**src/rtl/comm_pkg.sv**
```systemverilog
// Opcodes, frame byte-count helpers and controller state encoding for the mux command host.
package comm_pkg;

  localparam logic [2:0] COMM_READ_MASK  = 3'd1;
  localparam logic [2:0] COMM_READ_MAP   = 3'd2;
  localparam logic [2:0] COMM_WRITE_MASK = 3'd3;
  localparam logic [2:0] COMM_WRITE_MAP  = 3'd4;

  typedef enum logic [2:0] {
    ST_IDLE,
    ST_REJECT,
    ST_TX_BYTE,
    ST_TX_WAIT,
    ST_RECV,
    ST_DONE
  } state_t;

  function automatic int mask_bytes(input int output_count);
    return output_count / 8;
  endfunction

  function automatic int map_bytes(input int output_count, input int input_count);
    return ($clog2(input_count) * output_count) / 8;
  endfunction

endpackage

```
**src/rtl/comm_host_timeout.sv**
```systemverilog
// Inter-byte watchdog: clear reloads TIMEOUT_CYCLES-1, enable counts down, expired flags zero.
// Single-cycle response to clear; a clear wins over a decrement in the same cycle.
module comm_host_timeout #(
  parameter int unsigned TIMEOUT_CYCLES = 65535
) (
  input  logic clk,
  input  logic rst,
  input  logic clear,
  input  logic enable,
  output logic expired
);

  localparam int W = (TIMEOUT_CYCLES > 1) ? $clog2(TIMEOUT_CYCLES) : 1;

  logic [W-1:0] count;

  always_ff @(posedge clk or posedge rst) begin
    if (rst) begin
      count <= '0;
    end else if (clear) begin
      count <= W'(TIMEOUT_CYCLES - 1);
    end else if (enable && (count != '0)) begin
      count <= count - W'(1);
    end
  end

  assign expired = (count == '0);

endmodule

```
**src/rtl/comm_host.sv**
```systemverilog
// Host initiator: one register request -> cmd + LSB-first payload over uart_tx, N-byte reply from uart_rx.
// One transaction outstanding; req_ready only in IDLE; COMM_HOST_VERIFY_EN adds write readback compare.
module comm_host
  import comm_pkg::*;
#(
  parameter int          OUTPUT_COUNT   = 16,
  parameter int          INPUT_COUNT    = 4,
  parameter int unsigned TIMEOUT_CYCLES = 65535,
  localparam int         SEL_WIDTH      = $clog2(INPUT_COUNT) * OUTPUT_COUNT
) (
  input  logic                 clk,
  input  logic                 rst,
  input  logic                 req_valid,
  output logic                 req_ready,
  input  logic [2:0]           req_op,
  input  logic [SEL_WIDTH-1:0] req_data,
  output logic                 rsp_valid,
  output logic [SEL_WIDTH-1:0] rsp_data,
  output logic                 rsp_timeout,
  output logic                 rsp_error,
  output logic                 rsp_mismatch,
  output logic [7:0]           tx_data,
  output logic                 tx_start,
  input  logic                 tx_done,
  input  logic                 rx_ready,
  input  logic [7:0]           rx_data
);

  localparam int MASK_BYTES = mask_bytes(OUTPUT_COUNT);
  localparam int MAP_BYTES  = map_bytes(OUTPUT_COUNT, INPUT_COUNT);
  localparam int CNT_W      = $clog2(MAP_BYTES + 2);

  state_t               state;
  logic [2:0]           op;
  logic [SEL_WIDTH-1:0] tx_shift;
  logic [CNT_W-1:0]     tx_cnt;
  logic [CNT_W-1:0]     rx_cnt;
  logic [CNT_W-1:0]     n_bytes;
  logic                 tx_skip;
  logic                 rx_ready_q;
  logic                 rx_edge;
  logic                 is_write;
  logic                 more_tx;
  logic                 tmr_clear;
  logic                 tmr_expired;
  logic                 accept;
  logic                 mismatch_now;
  logic [SEL_WIDTH-1:0] rsp_ins;

  assign accept   = req_valid && req_ready;
  assign rx_edge  = rx_ready && !rx_ready_q;
  assign is_write = (op == COMM_WRITE_MASK) || (op == COMM_WRITE_MAP);
  // Command byte is count 0, so payload remains while tx_cnt has not passed n_bytes.
  assign more_tx  = is_write && (tx_cnt <= n_bytes);

  assign tmr_clear = ((state == ST_TX_WAIT) && !tx_skip && tx_done && !more_tx) ||
                     ((state == ST_RECV) && rx_edge);

  always_comb begin
    rsp_ins = rsp_data;
    for (int k = 0; k < MAP_BYTES; k++) begin
      if (rx_cnt == CNT_W'(k)) rsp_ins[k*8 +: 8] = rx_data;
    end
  end

`ifdef COMM_HOST_VERIFY_EN
  logic [SEL_WIDTH-1:0] wr_data;
  logic [SEL_WIDTH-1:0] cmp_mask;

  always_ff @(posedge clk or posedge rst) begin
    if (rst) begin
      wr_data <= '0;
    end else if (accept) begin
      wr_data <= req_data;
    end
  end

  always_comb begin
    cmp_mask = '0;
    for (int k = 0; k < MAP_BYTES; k++) begin
      if (CNT_W'(k) < n_bytes) cmp_mask[k*8 +: 8] = 8'hFF;
    end
  end

  assign mismatch_now = is_write && (((rsp_ins ^ wr_data) & cmp_mask) != '0);
`else
  assign mismatch_now = 1'b0;
`endif

  comm_host_timeout #(
    .TIMEOUT_CYCLES(TIMEOUT_CYCLES)
  ) u_timeout (
    .clk    (clk),
    .rst    (rst),
    .clear  (tmr_clear),
    .enable (state == ST_RECV),
    .expired(tmr_expired)
  );

  always_ff @(posedge clk or posedge rst) begin
    if (rst) begin
      rx_ready_q <= 1'b0;
    end else begin
      rx_ready_q <= rx_ready;
    end
  end

  always_ff @(posedge clk or posedge rst) begin
    if (rst) begin
      state        <= ST_IDLE;
      op           <= '0;
      tx_shift     <= '0;
      tx_cnt       <= '0;
      rx_cnt       <= '0;
      n_bytes      <= '0;
      tx_skip      <= 1'b0;
      req_ready    <= 1'b1;
      rsp_valid    <= 1'b0;
      rsp_data     <= '0;
      rsp_timeout  <= 1'b0;
      rsp_error    <= 1'b0;
      rsp_mismatch <= 1'b0;
      tx_data      <= '0;
      tx_start     <= 1'b0;
    end else begin
      case (state)
        ST_IDLE: begin
          if (accept) begin
            op        <= req_op;
            tx_shift  <= req_data;
            rsp_data  <= '0;
            tx_cnt    <= '0;
            rx_cnt    <= '0;
            req_ready <= 1'b0;
            n_bytes   <= ((req_op == COMM_READ_MASK) || (req_op == COMM_WRITE_MASK)) ?
                         CNT_W'(MASK_BYTES) : CNT_W'(MAP_BYTES);
            if ((req_op >= COMM_READ_MASK) && (req_op <= COMM_WRITE_MAP)) begin
              state <= ST_TX_BYTE;
            end else begin
              state     <= ST_REJECT;
              rsp_valid <= 1'b1;
              rsp_error <= 1'b1;
            end
          end
        end

        ST_REJECT, ST_DONE: begin
          rsp_valid    <= 1'b0;
          rsp_error    <= 1'b0;
          rsp_timeout  <= 1'b0;
          rsp_mismatch <= 1'b0;
          req_ready    <= 1'b1;
          state        <= ST_IDLE;
        end

        ST_TX_BYTE: begin
          if (tx_done) begin
            tx_start <= 1'b1;
            tx_data  <= (tx_cnt == '0) ? {5'b0, op} : tx_shift[7:0];
            if (tx_cnt != '0) tx_shift <= tx_shift >> 8;
            tx_cnt   <= tx_cnt + CNT_W'(1);
            tx_skip  <= 1'b1;
            state    <= ST_TX_WAIT;
          end
        end

        ST_TX_WAIT: begin
          tx_start <= 1'b0;
          // tx_done may still read idle the cycle after start; skip it once.
          if (tx_skip) begin
            tx_skip <= 1'b0;
          end else if (tx_done) begin
            state <= more_tx ? ST_TX_BYTE : ST_RECV;
          end
        end

        ST_RECV: begin
          if (rx_edge) begin
            rsp_data <= rsp_ins;
            rx_cnt   <= rx_cnt + CNT_W'(1);
            if (rx_cnt == n_bytes - CNT_W'(1)) begin
              state        <= ST_DONE;
              rsp_valid    <= 1'b1;
              rsp_mismatch <= mismatch_now;
            end
          end else if (tmr_expired) begin
            state       <= ST_DONE;
            rsp_valid   <= 1'b1;
            rsp_timeout <= 1'b1;
          end
        end

        default: state <= ST_IDLE;
      endcase
    end
  end

endmodule

```
**config.mk**
```make
export PLATFORM = sky130hd
export DESIGN_NAME = comm_host
export DESIGN_NICKNAME = d
export VERILOG_FILES = /design/src/rtl/comm_pkg.sv /design/src/rtl/comm_host_timeout.sv /design/src/rtl/comm_host.sv
export SDC_FILE = /design/constraint.sdc
export NUM_CORES = 1
export LEC_CHECK = 0
export CAP_MARGIN = 10
export CORE_UTILIZATION = 35
export CTS_CLUSTER_DIAMETER = 80
export DETAILED_ROUTE_END_ITERATION = 6
export HOLD_SLACK_MARGIN = 0.1
export SETUP_SLACK_MARGIN = 0.05
export SYNTH_ARGS = -nofsm -noshare
export SYNTH_HDL_FRONTEND = slang
export SYNTH_HIERARCHICAL = 1
export SYNTH_SLANG_ARGS = --single-unit
```
**constraint.sdc**
```tcl
create_clock -name clk -period 3.7 [get_ports clk]
set_clock_uncertainty 0.2 [all_clocks]
set_input_delay 0.555 -clock clk [delete_from_list [all_inputs] [get_ports clk]]
set_output_delay 0.555 -clock clk [all_outputs]
set_load 0.01 [all_outputs]
```
# Yosys cells after proc, flatten, opt, wreduce, memory -nomap -nowiden
# Cells that the tools add are included.
# W data, S select, Z words.
[totals]
regBits = 110
latch_bits = 0
ram_bits = 0
rom_bits = 0
in_bits = 48
output_inout_bits = 46
elab_cells = 146
memories = 0
[op_classes]
n_addsub = 4
mul = 0
div = 0
magnitude_cmp = 3
eq_ne = 29
n_shift = 0
mux = 46
bitwise_logic = 0
reduce_logical = 45
[ops]
columns = ["cell", "count"]
rows = [
  ["$mux W32", 5],
  ["$pmux W32 S2", 2],
  ["$mux W8", 5],
  ["$mux W3", 12],
  ["$mux W16", 2],
  ["$ne A2 B2 Y1 const B", 14],
  ["$reduce_and A4 Y1", 5],
  ["$eq A3 B2 Y1 const B", 6],
  ["$logic_not A16 Y1", 1],
  ["$reduce_bool A16 Y1", 1],
  ["$sub A16 B1 Y16 const B", 1],
  ["$reduce_and A3 Y1", 5],
  ["$pmux W3 S2", 2],
  ["$pmux W3 S4", 1],
  ["$reduce_bool A2 Y1", 6],
  ["$mux W1", 10],
  ["$pmux W1 S2", 5],
  ["$eq A3 B1 Y1 const B", 3],
  ["$eq A3 B3 Y1 const B", 3],
  ["$logic_and A1 B1 Y1", 9],
  ["$logic_not A3 Y1", 3],
  ["$reduce_and A2 Y1", 4],
  ["$add A3 B1 Y3 const B", 2],
  ["$ne A3 B3 Y1 const B", 2],
  ["other kinds (13)", 18],
]

# Depth between registers and ports, before layout
# Gate-level depths: netlist of the first run.
[logic_depth]
word_depth = 7
depth_mapped = 10
mapped_depth_nobuf = 10

# By module
# The synthesis of the first run kept the hierarchy.
[by_module_without_submodules]
columns = ["mod", "instances", "cells_per_inst", "area_per_inst_um2", "seq_area_each_um2"]
rows = [
  ["comm_host", 1, 367, 4295.4, 2303.5],
  ["comm_host_timeout", 1, 99, 952.2, 400.4],
]

# Least setup slack after synthesis of the first run
# No wires, ideal clock.
[synth_path]
kind = "flip-flop to flip-flop"
start = "register state[0]"
end = "register u_timeout.count[13]"
t_arrival_ns = 2.275
required_time_ns = 3.431
slack_ns = 1.157
path_stages_with_launch = 11
path_buffers = 3
period_less_slack_ns = 2.543
path_cell_list = "dfrtp_1 -> buf_6 -> nor2_2 -> nand2_4 -> inv_4 -> buf_2 -> buf_2 -> nor3b_1 -> nand4_1 -> or4_1 -> nand3_1"
[synth_via]
elab_chain_len = 6
elab_cells_between_ends = 10
cone_classes = "eq/ne (2); mux (1); reduce/logical (7)"
[synth_rtl]
columns = ["item", "line_no", "text"]
rows = [
  ["from (decl)", "comm_host.sv:33", "state_t state;"],
  ["from (signal assigned)", "comm_host.sv:173", "state <= more_tx ? ST_TX_BYTE : ST_RECV;"],
  ["$eq A3 B2 Y1", "comm_host.sv:56", "assign tmr_clear = ((state == ST_TX_WAIT) && !tx_skip && tx_done && !more_tx) ||"],
  ["$logic_and A1 B1 Y1 (3 in series)", "comm_host.sv:56", ""],
  ["$logic_or A1 B1 Y1", "comm_host.sv:56", ""],
  ["$mux W16 or $reduce_bool A2 Y1 (tied branches)", "-", ""],
  ["to (signal assigned)", "comm_host_timeout.sv:21", "count <= W'(TIMEOUT_CYCLES - 1);"],
  ["to (signal assigned)", "comm_host_timeout.sv:23", "count <= count - W'(1);"],
  ["to (decl)", "comm_host_timeout.sv:15", "logic [W-1:0] count;"],
]
# Several ways; a longest one is shown, not always the timed one.
# A chain may end at the register's enable or synchronous reset.

# Worst setup path after layout of the first run
# Same ends and word-level chain as after synthesis.

==> flow_metrics.py, run 1 <==
metrics = {
    "power_and_ir_drop": {
        "p_switching_mw": 1.51,
        "power.density_nw_per_um2": 659,
        "clkPwrFrac_pct": 25.1,
        "sw_frac_of_total_pct": 34.4,
        "combPwrFrac_pct": 34.2,
        "p_int_mw": 2.87,
        "power_frac_seq_pct": 40.7,
        "leakage_nw": 3.00,
        "ir_worst_vdd_uv": 314,
    },
    "min_path": {
        "hold_path_class": "flip-flop to flip-flop",
        "min_from": "tx_data[4]$_DFFE_PP0P_",
        "whs_path_depth": 2,
        "hold-path-endpoint": "tx_data[4]$_DFFE_PP0P_",
    },
    "sta": {
        "hold_viol": 0,
        "fin_tns_setup_ns": 0,
        "final_max_slew_viol_count": 0,
        "post-route-min-period_ns": 2.64,
        "slew_headroom_pct": 40.6,
        "fin_ws_ns": 1.06,
        "rsz0062_at_grt": "no",
        "finalCritPeriodShare_pct": 71.3,
        "setup_viol": 0,
        "tightest_slew_ns": 0.890,
        "clock.fmax_ghz": 0.379,
    },
    "place": {
        "post-place-ws_ns": 0.830,
        "placed_cell_area_um2": 6300,
        "portBuffers": 92,
        "hpwl_um": 8370,
        "place_congestion": 0.749,
    },
    "clocking": {
        "insertion_delay_ns": 0.35,
        "cts_buffer_depth": 2,
        "clk_pin_slew_ns": 0.07,
        "cts_resized": 0,
        "cts_hold_buf": 0,
        "cts_sinks": 108,
        "cts_buffers": 9,
        "cts_root_buffer": "clkbuf_16",
        "h-tree-depth": 3,
        "cts_setup_buffers": 0,
        "cts_tree": "built",
    },
    "status": {
        "outcome": "finished clean",
    },
    "final_layout": {
        "synthToLayoutAreaGrowth_pct": 26.5,
        "drive_gt1_share_pct": 11.8,
        "mostFrequentLayoutCell": "dfrtp_1",
        "num_antenna_cells": 0,
        "utilization_pct": 45.5,
        "finalInstanceArea_um2": 6640,
        "final_cell_mix": "dfrtp_1 (107), clkdlybuf4s50_1 (92), nand2_1 (61)",
        "fin_nets": 610,
    },
    "synthesis": {
        "synthDistinctLibCells": 61,
        "syn_inst": 466,
        "netlist_area_um2": 5250,
        "synthTopCellsByArea": "dfrtp_1 (51%), mux2_4 (6.9%), mux2i_1 (5.7%)",
        "synth_ff_type": "dfrtp_1",
        "yosysTopAreaCell": "dfrtp_1",
        "synth_nets": 524,
        "synth-edff-count": 0,
        "syn_area_per_cell_um2": 11.3,
        "synth-async-reset-ratio_pct": 100,
        "synth_seq_cells": 108,
        "synth.top_cell.area_share_pct": 51.0,
        "yosys_warnings": 6,
        "synth.yosys.seq_area_share_pct": 51.5,
    },
    "worst_setup_path": {
        "crit_path_end_kind": "flip-flop",
        "crit_family": "simple AND/OR/NAND/NOR gates",
        "worstPathMaxFanout": 25,
        "worstPathArrival_ns": 2.73,
        "crit_type": "flip-flop to flip-flop",
        "required_ns": 3.79,
        "r2r_slack_ns": 1.06,
        "regToRegStartpoint": "state[0]$_DFFE_PP0P_",
        "worstRegToRegCells": 7,
        "r2r_end": "u_timeout/count[13]$_DFFE_PP0P_",
        "crit_chain": "nor2_2 > nand2_4 > inv_4 > nor3b_1 > nand4_1 > or4_1 > nand3_1",
        "cp_slowest_cell": "dfrtp_1",
        "crit_path_start_kind": "flip-flop",
        "slowest_delay_ns": 0.53,
        "cp_num_buf_inv": 1,
    },
    "detailed_routing": {
        "wire_per_inst_um": 15.9,
        "wl_um": 11800,
        "vias": 3683,
        "viasPerCell": 4.97,
        "first_iter_violations": 163,
        "ant_nets": 0,
        "drcViolationCount": 0,
        "firstDrtPassIters": 4,
    },
    "die": {
        "die_h_um": 124,
        "io_pins": 94,
        "rows": 44,
        "core_um2": 14600,
        "die_w_um": 124,
        "initial_utilization_pct": 36.0,
        "die_area_um2": 15500,
    },
    "global_route": {
        "grt_pass1_vias": 3815,
        "antenna_found_initial": 0,
        "grt.total_usage_pct": 16.1,
        "grt_pass1_wl_um": 19900,
        "overflow": 0,
        "grt_max_degree": 59,
    },
    "job": {
        "drv_cap": 0,
    },
}
## power by group through the flow
stage	Sequential (mW)	Combinational, mW	Clock, mW
floorplan	1.75	1.13	0
detailed placement	1.80	1.50	0
CTS	1.78	1.52	1.13
finish	1.78	1.50	1.10
global route	1.83	1.68	1.17
global placement	1.78	1.48	0
## per-stage QoR
stage          hold slack [ns]  power (mW)  std cells
2_1_floorplan            0.254        2.88        466
3_3_place_gp             0.257        3.26        725
3_5_place_dp             0.259        3.30        725
4_1_cts                  0.274        4.43        741
5_1_grt                  0.302        4.67        741
6_report                 0.264        4.38        741
## flip-flops by register name (all words and copies together) (netlist names)
signal           cells
tx_skip              1
tx_cnt               3
u_timeout/count     16
req_ready            1
rx_ready_q           1
rsp_error            1
rsp_valid            1
op                   3
state                3
n_bytes              2
rx_cnt               3
rsp_data            32
tx_data              8
rsp_timeout          1
tx_shift            32
## cell type report
type | instances | area (µm²)
fill | 1297 | 7950
timing repair buffer | 95 | 956
sequential | 108 | 2700
tap | 184 | 230
clock buffer | 9 | 225
clock inverter | 7 | 115
inverter | 17 | 67.6
multi-input combinational | 321 | 2340
## how the worst max path moves through the flow
stage	endpoint	start	cells after the start	slack (ns)
global placement	u_timeout/count[7]$_DFFE_PP0P_	tx_done	9	0.94
global route	u_timeout/count[13]$_DFFE_PP0P_	state[0]$_DFFE_PP0P_	7	0.84
finish	u_timeout/count[13]$_DFFE_PP0P_	state[0]$_DFFE_PP0P_	7	1.06
floorplan	n_bytes[1]$_DFFE_PP0P_	rst	1	0.55
detailed placement	u_timeout/count[7]$_DFFE_PP0P_	tx_done	9	0.83
CTS	u_timeout/count[13]$_DFFE_PP0P_	state[0]$_DFFE_PP0P_	7	1.06
## synthesized netlist by cell type (2+ instances only)
cell type / instances
a21oi_1: 6
a22o_1: 16
and2_1: 10
and3_1: 5
buf_2: 7
buf_4: 4
buf_6: 5
clkbuf_1: 4
dfrtp_1: 107
ha_1: 10
inv_1: 16
mux2_4: 24
mux2i_1: 30
nand2_1: 61
nand2_4: 2
nand2b_1: 5
nand3_1: 17
nand3b_1: 5
nand4_1: 3
nor2_1: 16
nor2b_1: 10
nor3_1: 5
o211ai_1: 3
o21ai_0: 15
o21ai_1: 26
o21ai_4: 3
o22ai_1: 3
o31ai_1: 4
or2_2: 3
or3_1: 4
or3b_1: 3
or4_1: 3
xor2_1: 3
## worst register-to-register path: cells and delay by family, from the launching register on
| kind | cells | cell delay (ns) |
|---|---|---|
| buf+inv | 1 | 0.24 |
| flops | 1 | 0.53 |
| simple gates | 6 | 1.60 |
## cells by family after synthesis
logic type | after synthesis | synth area share (%)
muxes | 55 | 12.8
DFF | 108 | 51.5
other | 1 | 0.0715
adders and majority gates | 10 | 2.38
buffers and inverters | 37 | 3.86
and+or+nand+nor | 165 | 17.5
xor gates and xnor gates | 3 | 0.501
AOI/OAI and AO/OA | 87 | 11.4
## metal layers
metal | part of all wire (%) | vias to the layer above | GRT usage (%) | wire [µm]
met5 | 0 | - | 0 | 0
met3 | 3.8 | 10 | 4.55 | 452
li1 | - | 1799 | - | -
met1 | 46 | 1815 | 20.9 | 5430
met4 | 0.92 | 0 | 4.25 | 109
met2 | 49 | 59 | 26.3 | 5790
Note: power is estimated with default switching activity, not from simulation.
==> run 2: changes to the inputs <==
Clock period 3.7 ns to 2.3 ns, I/O delays scaled along.
==> run 2 against run 1 <==
  * Worst hold slack got worse by 0.0079 ns
  * Sequential share of layout area shrank 1.6 points
  * Register-to-register slack worse by 1.0 ns
  * Sequential cell count is the same
  * Sequential power up 58%
  * Non-clock buffer count up 26
  * First-iteration DRC count is 5.5% lower
  * Largest cell class unchanged
  * Highest routed layer unchanged
==> flow_metrics.py, run 2 (same netlist as run 1, synthesis figures left out) <==
metrics = {
    "status": {
        "outcome": "finished clean",
    },
    "clocking": {
        "clk_pin_slew_ns": 0.07,
        "h-tree-depth": 3,
        "cts_buffers": 9,
        "insertion_delay_ns": 0.35,
        "cts_sinks": 108,
        "cts_buffer_depth": 2,
        "cts_hold_buf": 0,
        "cts_root_buffer": "clkbuf_16",
        "cts_tree": "built",
    },
    "die": {
        "io_pins": 94,
        "initial_utilization_pct": 36.0,
        "die_h_um": 124,
        "die_area_um2": 15500,
        "rows": 44,
        "core_um2": 14600,
        "die_w_um": 124,
    },
    "final_layout": {
        "reg_top3": "rsp_data x32, tx_shift x32, u_timeout/count x16",
        "synthToLayoutAreaGrowth_pct": 31.6,
        "fin_nets": 636,
        "final_cell_mix": "dfrtp_1 (107), clkdlybuf4s50_1 (92), nand2_1 (60)",
        "mostFrequentLayoutCell": "dfrtp_1",
        "drive_gt1_share_pct": 17.3,
        "num_antenna_cells": 0,
    },
    "sta": {
        "rsz0062_at_grt": "yes",
        "setup_viol": 0,
        "post-route-min-period_ns": 2.28,
        "hold_viol": 0,
        "finalCritPeriodShare_pct": 99.2,
        "slew_headroom_pct": 58.5,
        "fin_tns_setup_ns": 0,
        "tightest_slew_ns": 0.622,
        "clock.fmax_ghz": 0.438,
        "fin_ws_ns": 0.0184,
        "final_max_slew_viol_count": 0,
        "hold_ws_ns": 0.257,
    },
    "detailed_routing": {
        "drcViolationCount": 0,
        "first_iter_violations": 154,
        "wl_um": 11600,
        "vias": 3742,
        "viasPerCell": 4.88,
        "ant_nets": 0,
        "wire_per_inst_um": 15.1,
        "firstDrtPassIters": 4,
    },
    "worst_setup_path": {
        "crit_path_start_kind": "flip-flop",
        "crit_chain": "inv_2 > ha_4 > nor4b_4 > and2_4 > and3_4 > inv_2 > o211ai_1 > o211ai_1 > o21ai_1 > o31ai_1",
        "crit_type": "flip-flop to flip-flop",
        "crit_cells": 10,
        "crit_family": "compound AO/OA/AOI/OAI gates",
        "cp_num_buf_inv": 2,
        "worstPathArrival_ns": 2.30,
        "cp_slowest_cell": "dfrtp_1",
        "worstRegToRegCells": 10,
        "worstPathMaxFanout": 4,
        "required_ns": 2.32,
        "crit_path_end_kind": "flip-flop",
        "slowest_delay_ns": 0.39,
    },
    "min_path": {
        "hold_path_class": "input pin to asynchronous set/reset pin",
    },
    "place": {
        "post-place-ws_ns": -0.0318,
        "place_congestion": 0.786,
        "portBuffers": 92,
        "hpwl_um": 8330,
    },
    "global_route": {
        "overflow": 0,
        "grt_pass1_vias": 3847,
        "grt_max_degree": 93,
        "grt.total_usage_pct": 15.7,
        "grt_pass1_wl_um": 19800,
        "antenna_found_initial": 0,
    },
    "job": {
        "drv_cap": 0,
    },
    "power_and_ir_drop": {
        "ir_worst_vdd_uv": 544,
        "power.density_nw_per_um2": 1050,
        "leakage_nw": 3.14,
    },
}
[run 2: what timing repair did]
action | 4_1_cts | 5_1_grt
pin swaps | 7 | 4
gates resized for setup | 6 | 4
setup endpoints to repair | 2 | 6
buffers inserted | 0 | 1
[run 2: worst paths after layout]
path / startpoint / to / slack (ns)
max in group asynchronous: rst / tx_shift[28]$_DFFE_PP0P_ / 1.20
min in group clk: tx_data[7]$_DFFE_PP0P_ / tx_data[7]$_DFFE_PP0P_ / 0.27
setup / recovery: u_timeout/count[0]$_DFFE_PP0P_ / state[0]$_DFFE_PP0P_ / 0.02
hold reg to reg: tx_data[7]$_DFFE_PP0P_ / tx_data[7]$_DFFE_PP0P_ / 0.27
setup reg to reg: u_timeout/count[0]$_DFFE_PP0P_ / state[0]$_DFFE_PP0P_ / 0.02
hold / removal: rst / u_timeout/count[14]$_DFFE_PP0P_ / 0.26
[run 2: worst reg2reg max path: stages, from the launching register on]
cell      delay (ns)
dfrtp_1         0.39
inv_2           0.08
ha_4            0.13
nor4b_4         0.25
and2_4          0.19
and3_4          0.17
inv_2           0.04
o211ai_1        0.17
o211ai_1        0.25
o21ai_1         0.19
o31ai_1         0.09
[run 2: final cells by class]
cell class,instances,area (µm²)
inverter,17,70.1
sequential,108,2700
fill,1343,7680
clock buffer,9,225
multi-input combinational,321,2390
clock inverter,7,108
tap,184,230
timing repair buffer,121,1180
[run 2: routing by layer]
metal / routed length [µm] / up-vias / share of wire [%] / GRT usage, %
met5: 0 / - / 0 / 0
met4: 129 / 0 / 1.1 / 4.46
met3: 323 / 8 / 2.8 / 3.39
met1: 5400 / 1827 / 47 / 20.7
li1: - / 1852 / - / -
met2: 5710 / 55 / 49 / 25.9
[run 2: where the power goes]
| group | internal, mW | switching, mW | leakage, nW |
|---|---|---|---|
| sequential | 2.43 | 0.390 | 1.36 |
| clock | 0.974 | 0.741 | 0.164 |
| combinational | 1.33 | 1.39 | 1.62 |
| total | 4.74 | 2.52 | 3.14 |
[run 2: stage by stage]
step / total power [mW] / instance area (µm²) / utilization (%) / std cells
floorplan: 4.65 / 5280 / - / 466
global placement: 5.49 / 6530 / 44.8 / 750
detailed placement: 5.56 / 6530 / 44.8 / 750
CTS: 7.32 / 6880 / 47.2 / 766
global route: 7.74 / 6910 / 47.3 / 767
finish: 7.26 / 6910 / 47.3 / 767
==> run 3: changes to the inputs <==
Clock period 2.3 ns to 2.8 ns, I/O delays scaled along.
==> run 3 against run 2 <==
  * Non-clock buffer count is 17 lower
  * Worst setup slack better by 0.32 ns
  * Largest power group unchanged
  * Worst hold slack better by 0.0088 ns
  * Critical path depth is 3 lower
  * Sequential power is 18% lower
  * Design area is 3.4% lower
  * Global-route usage is 0.22 points higher
  * Clock power is 30% lower
  * Clock-buffer cell count is 1 higher
==> flow_metrics.py, run 3 (same netlist as run 1, synthesis figures left out) <==
metrics = {
    "power_and_ir_drop": {
        "sw_frac_of_total_pct": 35.6,
        "combPwrFrac_pct": 36.8,
        "clkPwrFrac_pct": 21.6,
        "p_total_mw": 5.57,
        "p_int_mw": 3.59,
        "power.density_nw_per_um2": 835,
        "power_frac_seq_pct": 41.6,
        "p_switching_mw": 1.98,
        "ir_worst_vdd_uv": 314,
        "leakage_nw": 3.02,
    },
    "worst_setup_path": {
        "crit_path_start_kind": "flip-flop",
        "crit_path_end_kind": "flip-flop",
        "crit_type": "flip-flop to flip-flop",
        "worstPathMaxFanout": 7,
        "worstPathArrival_ns": 2.54,
        "required_ns": 2.89,
    },
    "sta": {
        "setup_viol": 0,
        "finalCritPeriodShare_pct": 87.7,
        "post-route-min-period_ns": 2.46,
        "hold_ws_ns": 0.265,
        "hold_viol": 0,
        "fin_tns_setup_ns": 0,
        "slew_headroom_pct": 57.5,
        "tightest_slew_ns": 0.637,
        "clock.fmax_ghz": 0.407,
        "final_max_slew_viol_count": 0,
        "rsz0062_at_grt": "no",
    },
    "clocking": {
        "cts_resized": 0,
        "cts_setup_buffers": 0,
        "cts_tree": "built",
        "cts_buffers": 9,
        "cts_sinks": 108,
        "cts_hold_buf": 0,
        "clk_pin_slew_ns": 0.08,
        "cts_root_buffer": "clkbuf_16",
        "cts_buffer_depth": 2,
        "insertion_delay_ns": 0.35,
        "h-tree-depth": 3,
    },
    "die": {
        "io_pins": 94,
        "rows": 44,
        "die_h_um": 124,
        "die_area_um2": 15500,
        "core_um2": 14600,
        "initial_utilization_pct": 36.0,
        "die_w_um": 124,
    },
    "final_layout": {
        "drive_gt1_share_pct": 13.1,
        "fin_nets": 619,
        "fill_cells": 1339,
        "num_antenna_cells": 0,
        "multiInputGateArea_um2": 2340,
        "synthToLayoutAreaGrowth_pct": 27.1,
        "mostFrequentLayoutCell": "dfrtp_1",
        "final-seq-area_um2": 2700,
        "utilization_pct": 45.7,
        "final_cell_mix": "dfrtp_1 (107), clkdlybuf4s50_1 (92), nand2_1 (61)",
        "reg_top3": "rsp_data x32, tx_shift x32, u_timeout/count x16",
    },
    "job": {
        "drv_cap": 0,
    },
    "detailed_routing": {
        "wire_per_inst_um": 15.3,
        "firstDrtPassIters": 5,
        "ant_nets": 0,
        "first_iter_violations": 223,
        "vias": 3689,
        "wl_um": 11500,
        "drcViolationCount": 0,
        "viasPerCell": 4.92,
    },
    "place": {
        "place_congestion": 0.785,
        "portBuffers": 92,
        "hpwl_um": 8280,
    },
    "global_route": {
        "grt.total_usage_pct": 15.9,
        "grt_pass1_wl_um": 19900,
        "grt_max_degree": 57,
        "antenna_found_initial": 0,
        "overflow": 0,
        "grt_pass1_vias": 3894,
    },
    "min_path": {
        "hold_path_class": "flip-flop to flip-flop",
    },
    "status": {
        "outcome": "finished clean",
    },
}
[run 3: changes by cell type in the layout (fill, tap and decap cells not counted), sizes merged]
cell      change
clkbuf        +1
buf          -17
inv           -1
clkinvlp      +1
bufinv        -2
clkinv        +1
[run 3: final timing paths]
kind                            slack, ns              startpoint  cells after the start                               to
worst min register to register       0.27  tx_data[5]$_DFFE_PP0P_                      2           tx_data[5]$_DFFE_PP0P_
worst min-delay path                 0.27  tx_data[5]$_DFFE_PP0P_                      2           tx_data[5]$_DFFE_PP0P_
min in group asynchronous            0.31                     rst                      2          rsp_timeout$_DFFE_PP0P_
worst max register to register       0.34    state[1]$_DFFE_PP0P_                      7  u_timeout/count[13]$_DFFE_PP0P_
worst max-delay path                 0.34    state[1]$_DFFE_PP0P_                      7  u_timeout/count[13]$_DFFE_PP0P_
max in group asynchronous            1.55                     rst                      3         rsp_data[15]$_DFFE_PP0P_
[run 3: critical path, cell delays in order (launching register included)]
cell     delay (ns)
dfrtp_1        0.48
nor2_2         0.19
nand2_4        0.14
inv_4          0.08
nor3b_1        0.39
nand4_1        0.28
or4_1          0.54
nand3_1        0.10
[run 3: layout make-up]
class	count	area share, %
sequential	108	40.5
multi-input combinational	321	35.1
timing repair buffer	104	15.7
tap	184	3.45
clock buffer	10	3.43
inverter	17	1.05
clock inverter	6	0.713
[run 3: per-stage QoR]
step | std cells | setup slack [ns] | instance area, µm²
2_1_floorplan | 466 | 0.257 | 5250
3_3_place_gp | 734 | 0.429 | 6390
3_5_place_dp | 734 | 0.391 | 6390
4_1_cts | 750 | 0.375 | 6670
5_1_grt | 750 | 0.177 | 6670
6_report | 750 | 0.343 | 6670
[run 3: power groups by stage]
| stage | clock network [mW] | logic (mW) | registers (mW) |
|---|---|---|---|
| floorplan | 0 | 1.49 | 2.31 |
| global placement | 0 | 2.03 | 2.34 |
| detailed placement | 0 | 2.07 | 2.35 |
| CTS | 1.25 | 2.09 | 2.32 |
| global route | 1.30 | 2.31 | 2.38 |
| finish | 1.20 | 2.05 | 2.32 |
[run 3: routing by layer]
metal | wire (µm) | track usage (%)
met1 | 5430 | 20.8
met2 | 5520 | 25.9
met3 | 424 | 4.25
met4 | 109 | 4.68
met5 | 0 | 0
